`src/rtl/slow_pkg.sv`:
```
// Shared types and constants for the slow-peripheral settings block and its
// per-access stretch engine.
package slow_pkg;

    typedef enum logic [1:0] {
        IDLE  = 2'd0,
        COUNT = 2'd1,
        HOLD  = 2'd2
    } state_e;

    localparam int DEF_NCH = 7;
    localparam int DEF_TW  = 4;

    localparam logic [DEF_NCH-1:0] DEF_RST_MASK = 7'b1110111;
    localparam logic [DEF_TW-1:0]  DEF_RST_TO   = 4'h3;

    // Address field layout: mask in the low bits, timeout directly above it.
    localparam int MASK_LSB = 0;

    function automatic int to_lsb(input int nch);
        return nch;
    endfunction

endpackage

```
`src/rtl/slow_timer.sv`:
```
// Per-access stretch engine: holds Slow for TimeoutVal clocks, then pulses
// SlowTO and parks in HOLD until the bus access ends.
module slow_timer
    import slow_pkg::*;
#(
    parameter int TW = DEF_TW
) (
    input  logic          CLK,
    input  logic          POR,
    input  logic          BACT,
    input  logic          Start,
    input  logic [TW-1:0] TimeoutVal,
    output logic          Slow,
    output logic          SlowTO,
    output logic          Busy
);

    state_e        state_q, state_d;
    logic [TW-1:0] cnt_q, cnt_d;
    logic          slowto_q, slowto_d;

    always_ff @(posedge CLK or posedge POR) begin
        if (POR) begin
            state_q  <= IDLE;
            cnt_q    <= '0;
            slowto_q <= 1'b0;
        end else begin
            state_q  <= state_d;
            cnt_q    <= cnt_d;
            slowto_q <= slowto_d;
        end
    end

    always_comb begin
        state_d  = state_q;
        cnt_d    = cnt_q;
        slowto_d = 1'b0;
        unique case (state_q)
            IDLE: begin
                if (Start) begin
                    // Counter snapshots the timeout here; later config writes
                    // do not disturb a running stretch.
                    if (TimeoutVal != '0) begin
                        state_d = COUNT;
                        cnt_d   = TimeoutVal;
                    end else begin
                        state_d = HOLD;
                    end
                end
            end
            COUNT: begin
                if (!BACT) begin
                    state_d = IDLE;
                end else if (cnt_q == TW'(1)) begin
                    state_d  = HOLD;
                    slowto_d = 1'b1;
                end else begin
                    cnt_d = cnt_q - TW'(1);
                end
            end
            HOLD: begin
                if (!BACT) state_d = IDLE;
            end
            default: state_d = IDLE;
        endcase
    end

    assign Slow   = (state_q == COUNT);
    assign Busy   = (state_q != IDLE);
    assign SlowTO = slowto_q;

endmodule

```
`src/rtl/slow_ctrl.sv`:
```
// Slow-peripheral settings register (mask + timeout, written through an
// address-encoded strobe) plus the per-access stretch engine.
module slow_ctrl
    import slow_pkg::*;
#(
    parameter int              NCH      = DEF_NCH,
    parameter int              TW       = DEF_TW,
    parameter logic [NCH-1:0]  RST_MASK = NCH'(DEF_RST_MASK),
    parameter logic [TW-1:0]   RST_TO   = TW'(DEF_RST_TO)
) (
    input  logic              CLK,
    input  logic              POR,
    input  logic              BACT,
    input  logic [NCH+TW-1:0] A,
    input  logic              SetCSWR,
    input  logic [NCH-1:0]    SlowReq,
    output logic [NCH-1:0]    SlowMask,
    output logic [TW-1:0]     SlowTimeout,
    output logic              Slow,
    output logic              SlowTO,
    output logic              Busy
);

    localparam int TO_LSB = to_lsb(NCH);

    logic           setwr_q, setwr_d;
    logic [NCH-1:0] mask_q, mask_d;
    logic [TW-1:0]  to_q, to_d;
    logic           start;

    // The strobe is registered first; the data is taken from A one edge
    // later, so A must be held valid through the second edge.
    always_comb begin
        setwr_d = BACT & SetCSWR;
        mask_d  = mask_q;
        to_d    = to_q;
        if (setwr_q) begin
            mask_d = A[MASK_LSB +: NCH];
            to_d   = A[TO_LSB +: TW];
        end
    end

    always_ff @(posedge CLK or posedge POR) begin
        if (POR) begin
            setwr_q <= 1'b0;
            mask_q  <= RST_MASK;
            to_q    <= RST_TO;
        end else begin
            setwr_q <= setwr_d;
            mask_q  <= mask_d;
            to_q    <= to_d;
        end
    end

    assign start       = BACT & (|(SlowReq & mask_q));
    assign SlowMask    = mask_q;
    assign SlowTimeout = to_q;

    slow_timer #(.TW(TW)) u_timer (
        .CLK        (CLK),
        .POR        (POR),
        .BACT       (BACT),
        .Start      (start),
        .TimeoutVal (to_q),
        .Slow       (Slow),
        .SlowTO     (SlowTO),
        .Busy       (Busy)
    );

endmodule

```
`config.mk`:
```
export PLATFORM = sky130hd
export DESIGN_NAME = slow_ctrl
export DESIGN_NICKNAME = d
export VERILOG_FILES = /design/src/rtl/slow_pkg.sv /design/src/rtl/slow_timer.sv /design/src/rtl/slow_ctrl.sv
export SDC_FILE = /design/constraint.sdc
export NUM_CORES = 1
export LEC_CHECK = 0
export BUFFER_PORTS_ARGS = -buffer_cell sky130_fd_sc_hd__buf_2
export CORE_ASPECT_RATIO = 1.5
export CORE_MARGIN = 3
export CORE_UTILIZATION = 30
export DETAILED_ROUTE_END_ITERATION = 10
export GPL_TIMING_DRIVEN = 0
export PLACE_DENSITY_LB_ADDON = 0.1
export RECOVER_POWER = 100
export SLEW_MARGIN = 20
export SYNTH_ARGS = -nofsm -noshare
export SYNTH_HDL_FRONTEND = slang
export SYNTH_SLANG_ARGS = --single-unit
```
`constraint.sdc`:
```
create_clock -name CLK -period 2.9 [get_ports CLK]
set_input_delay 0.58 -clock CLK [delete_from_list [all_inputs] [get_ports CLK]]
set_output_delay 0.58 -clock CLK [all_outputs]
set_load 0.01 [all_outputs]
```
==> out/metrics.cfg <==
[grt]
grt_pass1_vias=748
grt_max_degree=20
grt_overflow_total=0
gr-usage-all-layers_pct=11.5
antenna_found_initial=0
grt_pass1_wl_mm=3.25

[status]
outcome=finished, final reports clean

[drt]
wl_per_cell_um=13.6
vias=744
detail-route-antenna-nets=0
drc=0
via_per_inst=4.89
drt_iter0_drc=19
finalWirelength_mm=2.07
first_pass_iters=3

[clock_network]
cts_root_buf=clkbuf_8
postCtsSetupBuffers=0
cts_sinks=19
cts_tree=done
insertion_delay_ns=0.25
htree_levels=1
cts_inserted_buffers=3
cts_resized=0
cts_buffer_depth=2
ctsHoldBuffers=0
clk_pin_slew_ns=0.07

[synthesis]
ys_seq_area_share_pct=51.8
synth.area.top_cells=dfrtp_1 29%, dfstp_2 22%, mux2_1 12%
synth_area_leader_cell=dfrtp_1
synth.distinct_cells=31
yosysWarningCount=0
ys.flop_type=dfrtp_1
netlist.area_leader.share_pct=29.4
syn_nets=98
netlist_area_um2=937
synthCells=74
synth_edf_count=0
synthArstFlopShare_pct=100
syn_area_per_cell_um2=12.7
synth-seq-cells=19

[finish]
n_antenna_cell=0
synthToLayoutAreaGrowth_pct=26.0
nFillCells=325
fin_cells=152
final_common_cell=buf_2
finish.utilization_pct=40.1
final_cell_mix=30 x buf_2, 11 x dfrtp_1, 10 x mux2_1, 8 x dfstp_1, 8 x clkbuf_1
layout-drive-gt1-share_pct=34.5
fin_nets=138

[worst_setup_path]
crit_required_ns=3.08
criticalPathCategory=input pin to flop
startpoint_type=input pin
cp-end-kind=flop
arrival_ns=2.18
critical_path_peak_fanout=5

[timing]
worstMarginPinSlew_ns=0.758
finalSetupViolCount=0
fin_worst_skew_ns=0.00328
max_clock_freq_ghz=0.500
tns_ns=0
rsz0062_at_grt=false
hold_slack_ns=0.450
fin_crit_ns=2.00
maxSlewViolCount=0
fin_crit_sh_pct=69.0
relSlewSlack_pct=49.4
finalHoldViolCount=0

[pwr]
powerDensity_mw_per_mm2=838
peakVddDrop_v=0.000367
p_leak_nw=0.533

[floorplan]
core_area_mm2=0.00294
ioPinCount=36
rows=24
die_h_um=74.5
initial_core_util_pct=31.8
dieArea_mm2=0.00384
die_w_um=51.6

[hold_path]
hold_class=input pin to async pin

[placement]
placed_cells=148
gp_congestion=0.791
hpwl_mm=1.59
port_buffers=35

[job]
maxCapViolCount=0

-- sequential cells by signal (all words and copies together), names as in the netlist --
register / count
u_timer.cnt_q: 4
u_timer.SlowTO: 1
SlowTimeout: 4
SlowMask: 7
u_timer.state_q: 2
setwr_q: 1
-- cell type report --
cell class	count	area (µm²)	share of cell area [%]
Multi-Input combinational cell	46	398	33.7
Clock buffer	3	41.3	3.50
Timing Repair Buffer	35	169	14.3
Inverter	6	22.5	1.91
Buffer	3	11.3	0.953
Tap cell	39	48.8	4.13
Sequential cell	19	485	41.1
Clock inverter	1	5.00	0.424
-- cell usage after synthesis (2+ instances only) --
library cell,number
dfrtp_1,11
mux2_1,10
dfstp_2,8
inv_1,5
a22oi_1,3
o221ai_1,3
o2bb2ai_1,3
a21oi_1,2
buf_4,2
ha_1,2
mux2_2,2
nand3b_1,2
nor2_1,2
nor3b_1,2
-- layer usage --
layer | track usage (%) | part of all wire (%) | vias up
li1 | - | - | 350
met1 | 12.6 | 40 | 370
met2 | 20.3 | 52 | 22
met3 | 2.20 | 6.0 | 2
met4 | 7.00 | 1.0 | 0
met5 | 0 | 0 | -
-- critical path, cell delays in order --
cell and delay, ns:
buf_2 0.10, a222oi_1 0.39, a31oi_1 0.26, o21ai_0 0.60, mux2i_1 0.25
-- worst paths after layout --
check | from | to | slack [ns] | depth (start not counted)
setup reg to reg | SlowMask[3] | u_timer.cnt_q[1] | 0.93 | 4
hold / removal | POR | SlowMask[3] | 0.45 | 2
min in group CLK | setwr_q | SlowMask[2] | 0.52 | 1
hold reg to reg | setwr_q | SlowMask[2] | 0.52 | 1
setup / recovery | SlowReq[3] | u_timer.cnt_q[1] | 0.90 | 5
max in group asynchronous | POR | u_timer.SlowTO | 1.98 | 2
-- cell families (layout without fill, tap and decap cells) --
logic type | after synthesis | in the layout | share of synthesized area [%]
compound gates | 18 | 18 | 16.6
fa+ha+maj | 2 | 2 | 2.67
buf+inv | 9 | 48 | 4.54
flops | 19 | 19 | 51.8
mux | 13 | 13 | 15.5
simple gates | 13 | 13 | 8.95
-- through the flow --
stage	cell area [µm²]	worst slack (ns)	power, mW
after floorplan	937	1.32	0.741
after global placement	1160	0.923	0.863
after detailed placement	1160	0.940	0.870
after CTS	1210	1.10	1.06
after global routing	1180	0.814	1.07
final	1180	0.900	0.990
-- where the power goes --
part | leakage [nW] | internal, mW | switching [mW]
clock | 0.0255 | 0.0954 | 0.0873
sequential | 0.216 | 0.341 | 0.0621
combinational | 0.291 | 0.183 | 0.222
total | 0.533 | 0.619 | 0.371
Note: power is estimated with default switching activity, not from simulation.
